--- config.mk ---
export PLATFORM = sky130hd
export DESIGN_NAME = instruction_fetch_unit
export DESIGN_NICKNAME = d
export VERILOG_FILES = /design/src/rtl/instruction_fetch_unit.sv
export SDC_FILE = /design/constraint.sdc
export NUM_CORES = 1
export LEC_CHECK = 0
export CORE_MARGIN = 5
export CORE_UTILIZATION = 34
export CTS_CLUSTER_SIZE = 12
export DETAILED_ROUTE_END_ITERATION = 10
export PLACE_DENSITY = 0.64
export SYNTH_ARGS = -nofsm -noshare
export SYNTH_HDL_FRONTEND = slang
export SYNTH_SLANG_ARGS = --single-unit
--- constraint.sdc ---
create_clock -name clock -period 19.27 [get_ports clock]
set_input_delay 5.781 -clock clock [delete_from_list [all_inputs] [get_ports clock]]
set_output_delay 5.781 -clock clock [all_outputs]
set_load 0.01 [all_outputs]
--- src/rtl/instruction_fetch_unit.sv ---
// rtl/instruction_fetch_unit.sv - fetch stage: imem request/ack, IF/ID register, flush and timeout handling
module instruction_fetch_unit #(
    parameter int INSTR_WIDTH    = 32,
    parameter int TIMEOUT_CYCLES = 255
) (
    input  logic                   clock,
    input  logic                   reset,
    input  logic                   run,
    input  logic [63:0]            PC,
    input  logic                   flush,
    output logic [63:0]            imem_addr,
    output logic                   imem_req,
    input  logic                   imem_ack,
    input  logic [INSTR_WIDTH-1:0] imem_data,
    input  logic                   ID_ready,
    output logic [INSTR_WIDTH-1:0] IR,
    output logic [63:0]            IR_PC,
    output logic [63:0]            IR_PC4,
    output logic                   IR_valid,
    output logic                   pc_advance,
    output logic                   fetch_fault
);

    localparam int CW = $clog2(TIMEOUT_CYCLES + 1);
    localparam logic [CW-1:0] CNT_LAST = CW'(TIMEOUT_CYCLES - 1);

    typedef enum logic [2:0] {
        S_IDLE,
        S_FETCH,
        S_RELOAD,
        S_DISCARD,
        S_DRAIN,
        S_FAULT
    } state_t;

    state_t                 state_q;
    logic [63:0]            addr_q;
    logic [INSTR_WIDTH-1:0] ir_q;
    logic [63:0]            ir_pc_q;
    logic [63:0]            ir_pc4_q;
    logic                   ir_valid_q;
    logic                   req_q;
    logic                   fault_q;
    logic [CW-1:0]          cnt_q;

    always_ff @(posedge clock or posedge reset) begin
        if (reset) begin
            state_q    <= S_IDLE;
            addr_q     <= '0;
            ir_q       <= '0;
            ir_pc_q    <= '0;
            ir_pc4_q   <= '0;
            ir_valid_q <= 1'b0;
            req_q      <= 1'b0;
            fault_q    <= 1'b0;
            cnt_q      <= '0;
        end else begin
            case (state_q)
                S_IDLE: begin
                    if (run) begin
                        state_q <= S_FETCH;
                        addr_q  <= PC;
                        req_q   <= 1'b1;
                        cnt_q   <= '0;
                    end
                end
                S_FETCH: begin
                    if (imem_ack && !flush) begin
                        ir_q       <= imem_data;
                        ir_pc_q    <= addr_q;
                        ir_pc4_q   <= addr_q + 64'd4;
                        ir_valid_q <= 1'b1;
                        req_q      <= 1'b0;
                        cnt_q      <= '0;
                        state_q    <= S_DRAIN;
                    end else if (imem_ack) begin
                        // PC carries the branch target only from the next cycle, so wait one.
                        ir_valid_q <= 1'b0;
                        req_q      <= 1'b0;
                        cnt_q      <= '0;
                        state_q    <= S_RELOAD;
                    end else if (flush) begin
                        ir_valid_q <= 1'b0;
                        cnt_q      <= '0;
                        state_q    <= S_DISCARD;
                    end else if (cnt_q == CNT_LAST) begin
                        fault_q <= 1'b1;
                        req_q   <= 1'b0;
                        state_q <= S_FAULT;
                    end else begin
                        cnt_q <= cnt_q + 1'b1;
                    end
                end
                S_RELOAD: begin
                    addr_q  <= PC;
                    req_q   <= 1'b1;
                    cnt_q   <= '0;
                    state_q <= S_FETCH;
                end
                S_DISCARD: begin
                    ir_valid_q <= 1'b0;
                    if (imem_ack) begin
                        addr_q  <= PC;
                        cnt_q   <= '0;
                        state_q <= S_FETCH;
                    end else if (cnt_q == CNT_LAST) begin
                        fault_q <= 1'b1;
                        req_q   <= 1'b0;
                        state_q <= S_FAULT;
                    end else begin
                        cnt_q <= cnt_q + 1'b1;
                    end
                end
                S_DRAIN: begin
                    if (flush || ID_ready) begin
                        ir_valid_q <= 1'b0;
                        addr_q     <= PC;
                        req_q      <= 1'b1;
                        cnt_q      <= '0;
                        state_q    <= S_FETCH;
                    end
                end
                S_FAULT: begin
                    ir_valid_q <= 1'b0;
                    req_q      <= 1'b0;
                end
                default: begin
                    state_q <= S_IDLE;
                    req_q   <= 1'b0;
                end
            endcase
        end
    end

    assign imem_addr   = addr_q;
    assign imem_req    = req_q;
    assign IR          = ir_q;
    assign IR_PC       = ir_pc_q;
    assign IR_PC4      = ir_pc4_q;
    assign IR_valid    = ir_valid_q;
    assign fetch_fault = fault_q;
    assign pc_advance  = (state_q == S_FETCH) & imem_ack & ~flush;

endmodule

# Yosys cells after proc, flatten, opt, wreduce, memory -nomap -nowiden
# Index checks and enable logic that the tools add are counted.
[classes]
n_lt_le_gt_ge = 0
mux = 39
n_shift = 0
n_reduce_logical = 16
addsub = 2
eq_ne = 15
bitwise = 4
n_div = 0
n_mul = 0
[ops]
columns = ["operator", "n"]
rows = [
  ["64-bit one-hot mux with 4 select lines", 1],
  ["64-bit 2-to-1 mux", 3],
  ["64-bit by 3-bit adder with 64-bit output (second input constant)", 1],
  ["8-bit 2-to-1 mux", 7],
  ["8-bit one-hot mux with 5 select lines", 1],
  ["3-bit 2-to-1 mux", 7],
  ["3-bit one-hot mux with 6 select lines", 1],
  ["1-bit 2-to-1 mux", 16],
  ["2-bit inequality test (second input constant)", 7],
  ["3-bit AND reduction", 3],
  ["8-bit by 1-bit adder with 8-bit output (second input constant)", 1],
  ["8-bit equality test (second input constant)", 1],
  ["4-bit inequality test (second input constant)", 2],
  ["4-bit AND reduction", 2],
  ["3-bit by 2-bit equality test with 1-bit output (second input constant)", 2],
  ["3-bit equality test (second input constant)", 2],
  ["1-bit one-hot mux with 5 select lines", 1],
  ["5-bit AND reduction", 1],
  ["5-bit nonzero test", 1],
  ["4-bit nonzero test", 1],
  ["3-bit by 1-bit equality test with 1-bit output (second input constant)", 1],
  ["3-bit logical NOT", 1],
  ["1-bit one-hot mux with 3 select lines", 1],
  ["3-bit nonzero test", 1],
  ["other kinds (9)", 11],
]
[word_totals]
output_inout_bits = 228
reg_bits = 238
word_cells = 85
ram_bits = 0
in_bits = 102
n_memories = 0
mem_bits_ro = 0
latchBits = 0

# Longest topological paths before layout
# Gate-level depths: netlist of run 1.
[logic_depth]
depth_word = 6
ltp_mapped = 8
ltp_nobuf = 7

# Least setup slack after synthesis of run 1
# Ideal clock, no wire load.
[synth_timing]
path_type = "in2out"
start = "input port flush"
end = "output port pc_advance"
t_required_ps = 13489
path_stages = 5
arrival_time_ps = 6796
path_buffers = 2
setup_slack_ps = 6693
path_cell_list = "nor2_1 nand3_1 inv_1 clkbuf_1 clkbuf_1"
[synth_via]
elab_chain_cells = 2
[synth_rtl]
columns = ["item", "line", "rtl"]
rows = [
  ["start: declaration", "10", "input logic flush,"],
  ["1-bit inverter", "142", "assign pc_advance = (state_q == S_FETCH) & imem_ack & ~flush;"],
  ["1-bit AND", "142", ""],
  ["end: declaration", "20", "output logic pc_advance,"],
]
# Every way passes these cells.

# Worst setup path after layout of run 1
# Ends and elaborated chain as after synthesis.

==> qor.txt, run 1 <==
Avg Synthesized Cell Area: 9.72 um2
Post-layout instance area: 14900 um2
Worst min-delay path category: reg2reg
Arrival time at the worst endpoint: 8.12 ns
Worst-margin pin slew: 1.07 ns
Violation count after the first detailed-routing iteration: 509
DRC Markers: 0
Final standard cell utilization of the core: 50.0%
Status: finished, final reports clean
Post-synthesis cell area: 10300 um2
Main flop type after synthesis: sky130_fd_sc_hd__dfrtp_1
Register clock-pin slew on the reported worst setup and hold paths: 0.06 ns
Maximum number of pins on one net before global-route repair: 105
Leakage power figure: 6.60 nW
Worst-case clock skew: 0.0131 ns
Synthesized instance count: 1064
Post-route total power: 2.60 mW
Setup repair after global routing missed its margin: no
Post-detailed-route count of antenna-violating nets: 0
Buffer count from post-CTS setup fixing: 0
Setup violations, final: 0
I/O pin cnt: 330
Number of vias in the routed layout: 8649
Minimum clock period after layout: 13.90 ns
Share of power burned in the clock network: 20.8%
Synthesis-to-finish area growth: 44.2%
Area of the core: 29800 um2
CTS buffer count: 28
Main area contributors after synthesis: sky130_fd_sc_hd__dfrtp_1 57%, sky130_fd_sc_hd__nand2_1 14%, sky130_fd_sc_hd__mux2_2 6.8%
CTS Buffer Depth: 3
Antenna violations before repair: 0
Via count of the first global-routing pass: 8909
Worst voltage drop across the vdd grid: 0.0000911 V
Category of the worst setup path launch point: input port
Weighted congestion reported at the end of routability-driven placement: 0.814
Yosys warnings: 0
Cell chosen for the clock root: sky130_fd_sc_hd__clkbuf_16
Clock tree from TritonCTS: done
Post-Syn Nets: 1169
Placed cell area: 13900 um2
Die Y: 184 um
Global-route congestion overflow total: 0
Max-slew violations: 0
Register share of total power: 37.2%
Post-synth top area share: 57.1%
Initial DRT Pass Iterations: 5
Overall track demand over capacity in global routing: 18.4%
Area occupied by registers: 5910 um2
Number of input and output port buffers inserted: 329
FF+latch count, synth: 236
# resized after CTS: 0
Internal portion of total power: 1.65 mW
Quantity of hold-fixing buffers added after cts: 0
Period utilization: 72.2%
Worst max-slew margin expressed relative to the limit: 28.4%
Worst Path Class, Setup: in2out
Worst hold slack: 0.464 ns
Hold Fails Final Rpt: 0
Share of layout cells above drive strength 1: 9.06%
Sum of routed wire length over all layers: 32.1 mm
Critical path peak fanout: 45
Net switching power: 942 uW
Average wire length per cell after detail routing: 18.0 um
Num rows: 63
Area used by multi-input combinational logic: 4160 um2
Wire length of the first global-routing pass: 50.4 mm
Maximum achievable frequency: 71.9 MHz
Kind of end point of the critical path: output port
Number of enable flip-flop cells after synthesis: 0
Antenna Diode Count: 0
Setup Total Neg Slack: 0 ns
TritonCTS Sinks: 236
Dominant cell type by area after synthesis: sky130_fd_sc_hd__dfrtp_1
Post-layout nets: 1474
Number of fill cells: 2754
Total power per unit cell area: 174 nW/um2
Critical path data required time: 13.49 ns
Combinational share of power: 42.0%
Effective utilization at floorplan: 34.7%
Switching Share: 36.3%
Insertion delay to the later sink of the worst-skew pair: 0.53 ns
Sequential cell area fraction in the yosys report: 57.1%
Share of synthesized flip-flops with an asynchronous set or reset: 100%
Max_cap viols: 0
Count of H-tree levels built during CTS: 1
Library cells used by synthesis: 49
Die extent in x: 184 um
Die Footprint: 34000 um2
Vias/cell: 4.86
Estimated wirelength of the detail-placed design: 22.6 mm
## cells in the final DEF (no fill, tap or decap), types with 16 or more instances in the layout
cell / n
sky130_fd_sc_hd__nand2_1: 390
sky130_fd_sc_hd__clkdlybuf4s50_1: 329
sky130_fd_sc_hd__dfrtp_1: 236
sky130_fd_sc_hd__o21ai_0: 66
sky130_fd_sc_hd__mux2_2: 62
sky130_fd_sc_hd__nand3_1: 32
sky130_fd_sc_hd__xor2_1: 31
sky130_fd_sc_hd__clkbuf_16: 29
sky130_fd_sc_hd__nor2_1: 25
sky130_fd_sc_hd__xnor2_1: 22
sky130_fd_sc_hd__nand4_1: 22
sky130_fd_sc_hd__nor3_1: 16
## through the flow
step | worst slack (ns) | cells
after floorplan | 6.69 | 1064
after global placement | 5.37 | 1729
after detailed placement | 5.34 | 1729
after CTS | 5.34 | 1780
after global routing | 5.21 | 1780
final | 5.37 | 1780
## kinds of logic after synthesis
logic type	after synthesis	share of synthesized area, %
XOR/XNOR	53	4.49
AND/OR/NAND/NOR	538	22.9
flip-flops	236	57.1
multiplexers	62	6.75
AO/OA/AOI/OAI	100	5.53
adder cells (fa/ha/maj)	3	0.363
buffers and inverters	72	2.83
## power by group through the flow
stage | combinational [mW] | clock (mW) | sequential (mW)
finish | 1.09 | 0.540 | 0.966
global route | 1.19 | 0.578 | 1.01
CTS | 1.11 | 0.558 | 0.969
detailed placement | 1.10 | 0 | 0.974
global placement | 1.09 | 0 | 0.966
floorplan | 0.430 | 0 | 1.00
## state kept, by name, summed over array words and instances (netlist names)
signal and count:
cnt_q 8, imem_req 1, IR 32, IR_PC4 62, fetch_fault 1, imem_addr 64, IR_PC 64, state_q 3
IR_valid 1
## per-layer routing
metal	track usage (%)	wire, um	up-vias
met5	0	0	-
met4	4.64	806	0
met3	5.25	2770	45
met2	30.2	14800	310
met1	24.1	13700	4155
li1	-	-	4139
## synthesized netlist by cell type (3+ instances only)
master and instances:
sky130_fd_sc_hd__dfrtp_1 236, sky130_fd_sc_hd__nand3_1 33, sky130_fd_sc_hd__xnor2_1 22, sky130_fd_sc_hd__and2_1 5, sky130_fd_sc_hd__a22o_1 4, sky130_fd_sc_hd__buf_2 10, sky130_fd_sc_hd__nand2b_1 4, sky130_fd_sc_hd__ha_1 3
sky130_fd_sc_hd__xor2_1 31, sky130_fd_sc_hd__nor4_1 4, sky130_fd_sc_hd__and3_1 9, sky130_fd_sc_hd__or3_1 3, sky130_fd_sc_hd__a21o_1 3, sky130_fd_sc_hd__and4_1 12, sky130_fd_sc_hd__o21ai_0 66, sky130_fd_sc_hd__o211ai_1 5
sky130_fd_sc_hd__a21oi_1 7, sky130_fd_sc_hd__nor2_1 25, sky130_fd_sc_hd__nor3_1 16, sky130_fd_sc_hd__inv_1 13, sky130_fd_sc_hd__clkbuf_1 43, sky130_fd_sc_hd__nand4_1 22, sky130_fd_sc_hd__nand2_1 391, sky130_fd_sc_hd__mux2_2 62
## cell type report
class,instances,share of cell area (%)
Clock buffer,40,5.48
Clock inverter,11,0.957
Inverter,13,0.395
Multi-Input combinational cell,756,27.9
Sequential cell,236,39.6
Tap cell,390,3.27
Timing Repair Buffer,334,22.4
## critical path: stages
cell,delay (ns)
sky130_fd_sc_hd__clkdlybuf4s50_1,0.48
sky130_fd_sc_hd__nor2_1,0.24
sky130_fd_sc_hd__nand3_4,0.37
sky130_fd_sc_hd__inv_4,0.57
sky130_fd_sc_hd__clkdlybuf4s50_1,0.66
## worst paths after layout
| path | startpoint | to | slack [ns] | depth (start not counted) |
|---|---|---|---|---|
| worst max register to register | imem_addr[2] | IR_PC4[62] | 16.34 | 7 |
| min in group asynchronous | reset | IR[26] | 5.78 | 2 |
| worst max-delay path | flush | pc_advance | 5.37 | 5 |
| worst min register to register | fetch_fault | fetch_fault | 0.46 | 1 |
| worst min-delay path | fetch_fault | fetch_fault | 0.46 | 1 |
| max in group asynchronous | reset | IR_PC4[51] | 12.06 | 3 |
Note: power is estimated with default switching activity, not from simulation.
==> inputs of run 2 (changes only) <==
Settings changed: PLACE_DENSITY 0.64 to 0.66.
Clock period 19.27 ns to 11.9 ns, I/O delays scaled along.
==> qor.txt, run 2 (synthesis gave the netlist of run 1 again) <==
Area of the core: 29800 um2 (unchanged)
Worst voltage drop across the vdd grid: 0.000166 V (+82%)
Kind of end point of the critical path: output port
Share of layout cells above drive strength 1: 8.87% (-0.19 points)
Register clock-pin slew on the reported worst setup and hold paths: 0.06 ns (about the same)
Switching Share: 36.4% (+0.12 points)
Leading cell type in the layout, fill and taps excluded: sky130_fd_sc_hd__nand2_1
Source of the worst register-to-register timing path: state_q[0]
Maximum achievable frequency: 101 MHz
Count of buffer and inverter cells on the critical path: 3 (unchanged)
Cell repeated most along the worst path: sky130_fd_sc_hd__clkdlybuf4s50_1
Register share of total power: 37.7% (+0.5 points)
Setup WS post-layout: 2.03 ns (-3.34 ns)
Critical path data required time: 8.33 ns (-5.16 ns)
Worst-margin pin slew: 1.05 ns (-0.0201 ns)
Estimated wirelength of the detail-placed design: 22.1 mm (-2.1%)
Sum of routed wire length over all layers: 31.3 mm (-2.3%)
Num rows: 63 (unchanged)
Leakage power figure: 6.55 nW (-0.71%)
Largest delay share family, worst path: buffers and inverters
Slowest stage cell, crit path: sky130_fd_sc_hd__inv_4
Post-layout nets: 1473 (-0.068%)
Number of fill cells: 2792 (+1.4%)
Number of vias in the routed layout: 8627 (-0.25%)
Post-route total power: 4.14 mW (+59%)
Count of H-tree levels built during CTS: 1 (unchanged)
Cell-by-cell listing of the critical path: clkdlybuf4s50_1 > nor2_1 > nand3_4 > inv_4 > clkdlybuf4s50_1
Insertion delay to the later sink of the worst-skew pair: 0.52 ns (about the same)
Category of the worst setup path launch point: input port
Share of power burned in the clock network: 19.7% (-1.1 points)
Max_cap viols: 0 (unchanged)
Depth of the critical timing path with buffers and inverters included: 5 (unchanged)
Antenna violations before repair: 0 (unchanged)
TritonCTS Sinks: 236 (unchanged)
Period utilization: 82.9%
Buffer count from post-CTS setup fixing: 0 (unchanged)
Number of input and output port buffers inserted: 329 (unchanged)
I/O pin cnt: 330 (unchanged)
Post-placement worst setup slack: 1.99 ns (-3.36 ns)
Die Y: 184 um (unchanged)
Critical path peak fanout: 61 (+36%)
Die Footprint: 34000 um2 (unchanged)
Worst Path Class, Setup: in2out
Internal portion of total power: 2.63 mW (+59%)
Effective utilization at floorplan: 34.7% (unchanged)
Arrival time at the worst endpoint: 6.30 ns (-1.82 ns)
Depth of the worst register-to-register path: 7 (unchanged)
# resized after CTS: 0 (unchanged)
Commonest cells after routing, fill and taps aside: 390 x sky130_fd_sc_hd__nand2_1, 329 x sky130_fd_sc_hd__clkdlybuf4s50_1, 236 x sky130_fd_sc_hd__dfrtp_1
Net switching power: 1.51 mW (+60%)
Setup violations, final: 0 (unchanged)
Post-detailed-route count of antenna-violating nets: 0 (unchanged)
Weighted congestion reported at the end of routability-driven placement: 0.809 (-0.50%)
Combinational share of power: 42.6% (+0.6 points)
Vias/cell: 4.86 (about the same)
Cell chosen for the clock root: sky130_fd_sc_hd__clkbuf_16
Post-layout instance area: 14800 um2 (-0.54%)
Via count of the first global-routing pass: 8772 (-1.5%)
Worst-case clock skew: 0.00804 ns (-0.00510 ns)
Quantity of hold-fixing buffers added after cts: 0 (unchanged)
Status: finished, final reports clean
Synthesis-to-finish area growth: 43.4%
Wire length of the first global-routing pass: 49.4 mm (-2.0%)
Die extent in x: 184 um (unchanged)
Minimum clock period after layout: 9.87 ns
Max-slew violations: 0 (unchanged)
Biggest cell delay along the critical path: 0.71 ns (+0.05 ns)
Register-to-register setup slack: 8.58 ns (-7.76 ns)
Initial DRT Pass Iterations: 4 (-1)
Average wire length per cell after detail routing: 17.6 um (-2.0%)
Setup repair after global routing missed its margin: no
Violation count after the first detailed-routing iteration: 463 (-9.0%)
Hold Fails Final Rpt: 0 (unchanged)
Global-route congestion overflow total: 0 (unchanged)
Placed cell area: 13900 um2 (unchanged)
DRC Markers: 0 (unchanged)
Antenna Diode Count: 0 (unchanged)
Total power per unit cell area: 279 nW/um2 (+60%)
Worst hold slack: 0.467 ns (+0.00283 ns)
CTS Buffer Depth: 3 (unchanged)
CTS buffer count: 27 (-3.6%)
Worst min-delay path category: reg2reg
Worst Setup SP: flush
Maximum number of pins on one net before global-route repair: 101 (-3.8%)
Worst max-slew margin expressed relative to the limit: 29.8% (+1.4 points)
Clock tree from TritonCTS: done
Setup Total Neg Slack: 0 ns (unchanged)
Overall track demand over capacity in global routing: 17.9% (-0.44 points)
Critical Path Sink: pc_advance
Worst reg2reg path endpoint: IR_PC4[62]
==> run 2: changes by cell type in the layout (fill, tap and decap cells not counted), sizes merged <==
| cell | before | now |
|---|---|---|
| clkinvlp | 1 | 3 |
| bufinv | 3 | 2 |
| inv | 15 | 13 |
| clkbuf | 40 | 38 |
| clkinv | 5 | 4 |
==> run 2: final cells by class <==
class	count	area, um2	share of cell area (%)
multi-input cells	756	4160	28.1
repair buffers	334	3330	22.5
well taps	390	488	3.29
flip-flops and latches	236	5910	39.8
clock buffers	38	777	5.24
clock inverters	9	103	0.692
inverters	13	58.8	0.397
==> run 2: worst register-to-register path, cell delays in order, from the launching register on <==
cell	delay (ns)
sky130_fd_sc_hd__dfrtp_1	0.52
sky130_fd_sc_hd__nor2b_1	0.31
sky130_fd_sc_hd__nand3_4	0.58
sky130_fd_sc_hd__inv_4	0.76
sky130_fd_sc_hd__buf_4	0.65
sky130_fd_sc_hd__nand2_1	0.16
sky130_fd_sc_hd__a31oi_1	0.17
sky130_fd_sc_hd__a211o_1	0.12
==> run 2: worst min path at each step <==
stage                     start          end  slack, ns  depth (start not counted)
finish              fetch_fault  fetch_fault       0.47                          1
floorplan              cnt_q[5]     cnt_q[5]       0.50                          1
detailed placement        IR[9]        IR[9]       0.46                          2
CTS                       IR[9]        IR[9]       0.48                          2
global placement    fetch_fault  fetch_fault       0.45                          1
global route           IR_PC[3]     IR_PC[3]       0.49                          2
==> run 2: metrics by stage <==
step | utilization [%] | cells
floorplan | - | 1064
global placement | 46.8 | 1729
detailed placement | 46.8 | 1729
CTS | 49.7 | 1776
global route | 49.7 | 1776
finish | 49.7 | 1776
==> run 2: power by group through the flow <==
| stage | clock (mW) | combinational [mW] | sequential [mW] |
|---|---|---|---|
| finish | 0.815 | 1.76 | 1.56 |
| global route | 0.876 | 1.92 | 1.63 |
| detailed placement | 0 | 1.79 | 1.57 |
| floorplan | 0 | 0.696 | 1.62 |
| CTS | 0.844 | 1.80 | 1.57 |
| global placement | 0 | 1.76 | 1.56 |
==> run 2: metal layers <==
metal / routed length, um / part of all wire [%] / vias up / track usage, %
met2: 14200 / 45 / 289 / 28.8
met4: 668 / 2.1 / 0 / 4.32
met5: 0 / 0 / - / 0
met3: 3130 / 10 / 41 / 6.06
met1: 13300 / 43 / 4158 / 23.6
li1: - / - / 4139 / -
